--- src/rtl/i2c_bridge_pkg.sv ---
// Shared definitions for the UART-to-I2C bridge: byte width, receive buffer depth
// and the encodings of the receive-buffer ingest FSM.
package i2c_bridge_pkg;

    localparam int unsigned UART_DATA_W       = 8;
    localparam int unsigned RX_BUF_DEPTH_LOG2 = 4;

    typedef enum logic [1:0] {
        StIdle    = 2'd0,
        StAck     = 2'd1,
        StWaitLow = 2'd2
    } ingest_state_e;

endpackage

--- src/rtl/byte_fifo.sv ---
// Power-of-two byte FIFO with show-ahead read, occupancy count and push/pop on the
// same edge. A push while full is accepted only when a pop frees a slot that edge.
module byte_fifo import i2c_bridge_pkg::*; #(
    parameter int unsigned DATA_W     = UART_DATA_W,
    parameter int unsigned DEPTH_LOG2 = RX_BUF_DEPTH_LOG2
) (
    input  logic                  clk,
    input  logic                  reset,
    input  logic                  push,
    input  logic [DATA_W-1:0]     push_data,
    output logic                  push_accept,
    input  logic                  pop,
    output logic [DATA_W-1:0]     rd_data,
    output logic [DEPTH_LOG2:0]   count,
    output logic                  full,
    output logic                  empty
);

    localparam int unsigned Depth = 1 << DEPTH_LOG2;
    localparam logic [DEPTH_LOG2:0]   CountOne = 1;
    localparam logic [DEPTH_LOG2:0]   CountMax = (DEPTH_LOG2 + 1)'(Depth);
    localparam logic [DEPTH_LOG2-1:0] PtrOne   = 1;

    logic [DATA_W-1:0]     mem_q [Depth];
    logic [DEPTH_LOG2-1:0] wr_ptr_q, wr_ptr_d;
    logic [DEPTH_LOG2-1:0] rd_ptr_q, rd_ptr_d;
    logic [DEPTH_LOG2:0]   count_q, count_d;
    logic                  do_push, do_pop;

    assign full    = (count_q == CountMax);
    assign empty   = (count_q == '0);
    assign do_pop  = pop && !empty;
    // A pop on the same edge frees the slot the write lands in.
    assign do_push = push && (!full || do_pop);

    assign push_accept = do_push;
    assign rd_data     = mem_q[rd_ptr_q];
    assign count       = count_q;

    always_comb begin
        wr_ptr_d = wr_ptr_q;
        rd_ptr_d = rd_ptr_q;
        count_d  = count_q;
        if (do_push) begin
            wr_ptr_d = wr_ptr_q + PtrOne;
        end
        if (do_pop) begin
            rd_ptr_d = rd_ptr_q + PtrOne;
        end
        unique case ({do_push, do_pop})
            2'b10:   count_d = count_q + CountOne;
            2'b01:   count_d = count_q - CountOne;
            default: count_d = count_q;
        endcase
    end

    always_ff @(posedge clk) begin
        if (reset) begin
            wr_ptr_q <= '0;
            rd_ptr_q <= '0;
            count_q  <= '0;
        end else begin
            wr_ptr_q <= wr_ptr_d;
            rd_ptr_q <= rd_ptr_d;
            count_q  <= count_d;
        end
    end

    always_ff @(posedge clk) begin
        if (do_push) begin
            mem_q[wr_ptr_q] <= push_data;
        end
    end

endmodule

--- src/rtl/uart_rx_buffer.sv ---
// Buffers bytes from the UART receiver for the command controller: captures each
// level-signalled byte once, acknowledges it, and flags bytes dropped while full.
module uart_rx_buffer import i2c_bridge_pkg::*; #(
    parameter int unsigned DATA_W     = UART_DATA_W,
    parameter int unsigned DEPTH_LOG2 = RX_BUF_DEPTH_LOG2
) (
    input  logic                  clk,
    input  logic                  reset,
    input  logic [DATA_W-1:0]     i_rx_data,
    input  logic                  i_rx_ready,
    output logic                  o_rx_ack,
    output logic [DATA_W-1:0]     o_data,
    output logic                  o_data_ready,
    input  logic                  i_data_ack,
    output logic [DEPTH_LOG2:0]   o_count,
    output logic                  o_overflow,
    input  logic                  i_clr_overflow
);

    ingest_state_e state_q, state_d;
    logic          rx_ack_q;
    logic          overflow_q, overflow_d;
    logic          push, push_accept, drop;
    logic          fifo_full, fifo_empty;

    byte_fifo #(
        .DATA_W     (DATA_W),
        .DEPTH_LOG2 (DEPTH_LOG2)
    ) u_byte_fifo (
        .clk         (clk),
        .reset       (reset),
        .push        (push),
        .push_data   (i_rx_data),
        .push_accept (push_accept),
        .pop         (i_data_ack),
        .rd_data     (o_data),
        .count       (o_count),
        .full        (fifo_full),
        .empty       (fifo_empty)
    );

    assign push = (state_q == StIdle) && i_rx_ready;
    // Only a full FIFO refuses a push, so any refused capture is a drop.
    assign drop = push && !push_accept && fifo_full;

    always_comb begin
        state_d = state_q;
        unique case (state_q)
            StIdle:    if (i_rx_ready) state_d = StAck;
            StAck:     state_d = StWaitLow;
            StWaitLow: if (!i_rx_ready) state_d = StIdle;
            default:   state_d = StIdle;
        endcase
    end

    always_comb begin
        overflow_d = overflow_q;
        if (drop) begin
            overflow_d = 1'b1;
        end else if (i_clr_overflow) begin
            overflow_d = 1'b0;
        end
    end

    always_ff @(posedge clk) begin
        if (reset) begin
            state_q    <= StIdle;
            rx_ack_q   <= 1'b0;
            overflow_q <= 1'b0;
        end else begin
            state_q    <= state_d;
            rx_ack_q   <= (state_d == StAck);
            overflow_q <= overflow_d;
        end
    end

    assign o_rx_ack     = rx_ack_q;
    assign o_overflow   = overflow_q;
    assign o_data_ready = !fifo_empty;

endmodule

--- config.mk ---
export PLATFORM = sky130hd
export DESIGN_NAME = uart_rx_buffer
export DESIGN_NICKNAME = d
export VERILOG_FILES = /design/src/rtl/i2c_bridge_pkg.sv /design/src/rtl/byte_fifo.sv /design/src/rtl/uart_rx_buffer.sv
export SDC_FILE = /design/constraint.sdc
export NUM_CORES = 1
export LEC_CHECK = 0
export CORE_ASPECT_RATIO = 0.75
export CORE_MARGIN = 1.5
export CORE_UTILIZATION = 30
export CTS_CLUSTER_SIZE = 25
export DETAILED_ROUTE_END_ITERATION = 12
export REMOVE_ABC_BUFFERS = 1
export SLEW_MARGIN = 20
export SYNTH_ARGS = -nofsm -noshare
export SYNTH_HDL_FRONTEND = slang
export SYNTH_SLANG_ARGS = --single-unit
--- constraint.sdc ---
create_clock -name clk -period 3.2 [get_ports clk]
set_input_delay 0.48 -clock clk [delete_from_list [all_inputs] [get_ports clk]]
set_output_delay 0.48 -clock clk [all_outputs]
set_load 0.02 [all_outputs]
; After elaboration in Yosys (flattened, before gate mapping)
; Memories as Yosys holds them, arrays and structs flattened. A register that Yosys moved wholly into a read port is not among the register bits.
; Cells that the tools add are included.
[classes]
n_reduce_logical = 13
eq_ne = 6
mux = 10
n_addsub = 4
[ops]
columns = cell, n
row1 = $pmux W5 S2, 1
row2 = $add A4 B1 Y4 const B, 2
row3 = $mux W4, 2
row4 = $eq A2 B1 Y1 const B, 3
row5 = $pmux W2 S3, 1
row6 = $add A5 B1 Y5 const B, 1
row7 = $eq A5 B5 Y1 const B, 1
row8 = $logic_and A1 B1 Y1, 5
row9 = $logic_not A5 Y1, 1
row10 = $sub A5 B1 Y5 const B, 1
row11 = $eq A2 B2 Y1 const B, 2
row12 = $mux W1, 4
row13 = $mux W2, 2
row14 = $reduce_bool A2 Y1, 2
row15 = $logic_not A1 Y1, 3
row16 = $logic_not A2 Y1, 1
row17 = $logic_or A1 B1 Y1, 1
[word_totals]
reg_bits = 17
mem_bits_rw = 128
word_cells = 40
n_memories = 1
input_bits = 13
out_inout_bits = 16
[mem_list]
columns = name, depth, width, rd, rd_clocked_by_memory_dff, write_ports, line
row1 = u_byte_fifo.mem_q, 16, 8, 1, 1, 1, byte_fifo.sv:24  ; logic [DATA_W-1:0] mem_q [Depth];

; Depth between registers and ports, before layout
[logic_depth]
depth_word = 9
mapped_depth = 13
depth_no_buf = 10

; Hierarchy
; A second synthesis with hierarchy kept.
[hier_totals]
cells_unflattened = 344
hier_area_um2 = 6019.5
[modules_own_cells]
columns = mod, cells_each, area_per_inst_um2, instances
row1 = byte_fifo, 329, 5875.6, 1
row2 = uart_rx_buffer, 15, 143.9, 1

; Worst setup path before layout
; No wires, ideal clock.
[synth_timing]
path_kind = register to register
from = reg u_byte_fifo.count_q[1] (netlist: u_byte_fifo.count[1])
to = reg u_byte_fifo.count_q[4] (netlist: u_byte_fifo.count[4])
arrival_ns = 2.898
slack_ns = 0.181
synth_period_minus_slack_ns = 3.019
path_stages_with_launch = 13
t_required_ns = 3.079
n_path_buf = 3
setup_time_ns = 0.121
path_cell_list = dfxtp_1 -> buf_6 -> or4_4 -> buf_6 -> o21ai_4 -> ha_1 -> clkbuf_1 -> xor2_1 -> ha_1 -> and3b_1 -> o21ai_0 -> a31oi_1 -> mux2_2
[synth_via]
elab_chain_len = 7
elab_cells_between_ends = 13
cone_classes = add/sub: 2 / eq/ne: 3 / mux: 1 / reduce/logical: 7
[synth_lines]
columns = element, line
row1 = from (decl), byte_fifo.sv:27  ; logic [DEPTH_LOG2:0] count_q, count_d;
row2 = from (signal assigned), byte_fifo.sv:65  ; count_q <= count_d;
row3 = $logic_not A5 Y1, byte_fifo.sv:31  ; assign empty = (count_q == '0);
row4 = $logic_not A1 Y1, byte_fifo.sv:32  ; assign do_pop = pop && !empty;
row5 = $logic_and A1 B1 Y1, byte_fifo.sv:32
row6 = $logic_or A1 B1 Y1, byte_fifo.sv:34  ; assign do_push = push && (!full || do_pop);
row7 = $logic_and A1 B1 Y1, byte_fifo.sv:34
row8 = $eq A2 B1 Y1 or $eq A2 B2 Y1 (tied branches), byte_fifo.sv:50  ; unique case ({do_push, do_pop})
row9 = $pmux W5 S2 or $reduce_bool A2 Y1 (tied branches), n/a
; Parallel ways exist; a longest one is shown, timed or not.
; A chain may end at the register's enable or synchronous reset.

==> key figures <==
Status
  • Run status: finished clean

Floorplanning
  • Core area: 19400 µm²
  • Row count: 44
  • Total die area: 20700 µm²
  • Chip height: 125 µm
  • Starting Density: 0.307
  • Die W: 166 µm
  • # IOs: 29

Cells and area
  • # diodes: 0
  • Layout cells sized above 1: 0.268
  • Area growth, synth to finish: 21.4%
  • Final Cell Area: 7230 µm²
  • Fin util: 0.373
  • Filler-free cell count of the finished design: 618
  • Final net count: 373

Route
  • Vias after detailed routing: 2918
  • Final wirelength: 11600 µm
  • Initial drt markers: 242
  • Drt wl/cell: 18.7 µm
  • Final antenna-violating net count: 0
  • Vias per cell: 4.72
  • DRC viols: 0
  • First-pass detailed-route iteration total: 4

Worst setup path
  • Critical path, cell by cell: buf_12, mux4_2, mux4_2, clkdlybuf4s50_1
  • CP Buf/Inv Count: 2
  • Startpoint Class: register
  • CP Max Fanout: 16
  • Slowest cell on the critical path: mux4_2
  • Crit path top cell by count: mux4_2
  • Worst Setup Path Type: register to output port
  • CP delay by family, top: multiplexers
  • CP arrival: 2660 ps
  • Worst r2r src: u_byte_fifo.count[1]$_SDFFE_PP0P_
  • Setup crit end kind: output port
  • Worst path required time: 2720 ps
  • CP peak stage delay: 560 ps

Power
  • VDD IR max: 0.363 mV
  • Clk pwr share: 0.358
  • Pwr/cell area: 753 nW/µm²
  • Flop pwr share: 0.417
  • Sw frac: 0.272
  • P_sw: 1.48 mW
  • Internal power: 3.96 mW
  • Combinational fraction of design power: 0.225
  • Leakage: 2.34 nW

Synth
  • Post-synth EDFFs: 128
  • Post-synthesis sequential area ratio: 0.716
  • Synthesized area: 5950 µm²
  • Synth Area per Inst: 19.3 µm²
  • Unique masters post-synth: 37
  • Synth Warn #: 0
  • Post-synth ARST share: 0
  • Syn Inst Count: 308
  • Count of state elements after synthesis: 149
  • Top_reg_cell synth: edfxtp_1

Timing
  • Slew HR: 0.519
  • Max Slew Vio Count: 0
  • Hold violation total from the final report: 0
  • Layout Skew: 7.24 ps
  • Final Critical Period: 3140 ps
  • Fmax: 0.319 GHz
  • Worst-Margin Slew: 719 ps
  • Final Setup Violations: 0
  • Hold slack: 491 ps
  • Period Utilization, post-route: 0.981
  • Final worst slack: 61.4 ps

Clock tree
  • TritonCTS buffer count: 17
  • # clock sinks: 149
  • Clock Pin Slew Worst Setup and Hold Paths: 60 ps
  • CTS root buf: clkbuf_16
  • Postcts setup bufs: 0
  • Worst-Skew Late Latency: 420 ps
  • Htree depth: 4
  • CTS tree: built
  • Clock Path Buffers: 2

Hold path
  • Hold Startpoint: state_q[0]$_SDFF_PP0_
  • Min-Delay Path Class: register to register

Flow run
  • Max-cap violations: 0

Placed design
  • Setup slack at placement: 328 ps
  • PortBufs: 28
  • Routability Congestion: 0.748
  • Detailed placement HPWL: 7160 µm
  • DP Cell Count: 585
  • Post-DP Area: 6610 µm²

Global routing
  • First-pass GRT wire length: 17700 µm
  • Vias in the first global route: 2972
  • Congestion Overflow GR: 0
  • Tot GR Track Use: 0.117
  • Initial antenna violation count: 0
  • Largest net degree at the start of global routing: 33
## logic make-up after synthesis
kind of cell             synth area share
multiplexers                        0.160
AO/OA/AOI/OAI                      0.0229
adder cells (fa/ha/maj)            0.0168
XOR/XNOR                           0.0132
flip-flops                          0.716
AND/OR/NAND/NOR                    0.0519
buffers and inverters              0.0185
## synth_stat cells, drive strengths merged (3+ instances only)
cell type | count | area, µm²
edfxtp | 128 | 3840
mux4 | 40 | 901
dfxtp | 21 | 420
nor2 | 19 | 71.3
and2 | 9 | 56.3
clkbuf | 9 | 33.8
buf | 8 | 50.1
ha | 8 | 100
xor2 | 8 | 70.1
inv | 7 | 26.3
nor2b | 7 | 43.8
a21oi | 6 | 30.0
o21ai | 6 | 45.1
nor4 | 4 | 25.0
mux2i | 3 | 30.0
nor3b | 3 | 32.5
o211ai | 3 | 22.5
## flip-flops by register name (all words and copies together), names as in the netlist, named ones only
register / cells
u_byte_fifo.wr_ptr_q: 4
o_rx_ack: 1
u_byte_fifo.rd_ptr_q: 4
u_byte_fifo.count: 5
state_q: 2
u_byte_fifo.mem_q: 128
o_overflow: 1
## worst register-to-register path, delay by kind of cell, from the launching register on
kind / cells / cell delay (ps)
and+or+nand+nor: 2 / 780
AOI/OAI and AO/OA: 3 / 530
adders and majority gates: 2 / 430
DFF: 1 / 400
muxes: 1 / 350
xor gates and xnor gates: 1 / 140
buffers and inverters: 1 / 100
## cell usage in the layout (no fill, tap or decap), types with 2 or more instances in the layout
cell type | netlist | routed
clkbuf_16 | 0 | 18
nor2b_1 | 7 | 7
clkdlybuf4s50_1 | 0 | 22
and2_1 | 9 | 9
nor2_1 | 19 | 19
dlygate4sd2_1 | 0 | 3
mux2_2 | 2 | 2
buf_12 | 0 | 2
dlymetal6s2s_1 | 0 | 3
nor4_2 | 0 | 4
o211ai_1 | 3 | 3
ha_1 | 8 | 8
o2111ai_1 | 2 | 2
clkinv_4 | 0 | 4
mux2i_1 | 3 | 3
a21oi_1 | 6 | 6
clkinv_2 | 0 | 2
nand2b_1 | 2 | 2
o21ai_0 | 4 | 4
nor3b_2 | 2 | 2
edfxtp_1 | 128 | 128
buf_4 | 0 | 11
mux4_2 | 40 | 40
inv_1 | 7 | 7
bufinv_16 | 0 | 2
nand3b_1 | 2 | 2
dfxtp_1 | 21 | 20
clkinvlp_4 | 0 | 4
xor2_1 | 8 | 8
## path summary, 6_finish.rpt
check | to | depth (start not counted) | slack [ps]
max | o_data[5] | 4 | 60
min | state_q[1]$_SDFF_PP0_ | 2 | 490
max reg2reg | u_byte_fifo.count[4]$_SDFFE_PP0P_ | 10 | 370
min reg2reg | state_q[1]$_SDFF_PP0_ | 2 | 490
## power by group through the flow
stage | clock network, mW | logic, mW | registers [mW]
final | 1.95 | 1.22 | 2.27
after global routing | 2.06 | 1.33 | 2.28
after CTS | 1.98 | 1.22 | 2.26
after detailed placement | 0 | 1.23 | 2.30
after global placement | 0 | 1.21 | 2.29
after floorplan | 0 | 0.675 | 2.40
## stage by stage
| stage | TNS (ps) | power (mW) |
|---|---|---|
| global route | -38.7 | 5.67 |
| floorplan | 0 | 3.07 |
| detailed placement | 0 | 3.52 |
| CTS | 0 | 5.46 |
| finish | 0 | 5.44 |
| global placement | 0 | 3.50 |
## layer usage
layer  wire length (µm)  global-route usage  part of all wire  up-vias
met3                460              0.0288             0.040       21
li1                   -                   -                 -     1315
met5                  0                   0                 0        -
met4                325              0.0572             0.028        0
met2               5300               0.175              0.46       53
met1               5490               0.159              0.47     1529
## area by class of cell
class / instances / area, µm²
clock buffer: 18 / 429
clock inverter: 14 / 155
fill: 1789 / 12200
inverter: 7 / 26.3
multi-input combinational: 135 / 1600
sequential: 149 / 4270
tap: 253 / 317
timing repair buffer: 42 / 432
## timing repair
| item | 4_1_cts | 5_1_grt |
|---|---|---|
| hold endpoints to repair | 0 | 0 |
| gates cloned | 0 | 1 |
| hold buffers | 0 | 0 |
| gates resized for setup | 3 | 3 |
| endpoints found under the setup margin | 3 | 5 |
Power figures use the tool's default switching activity.
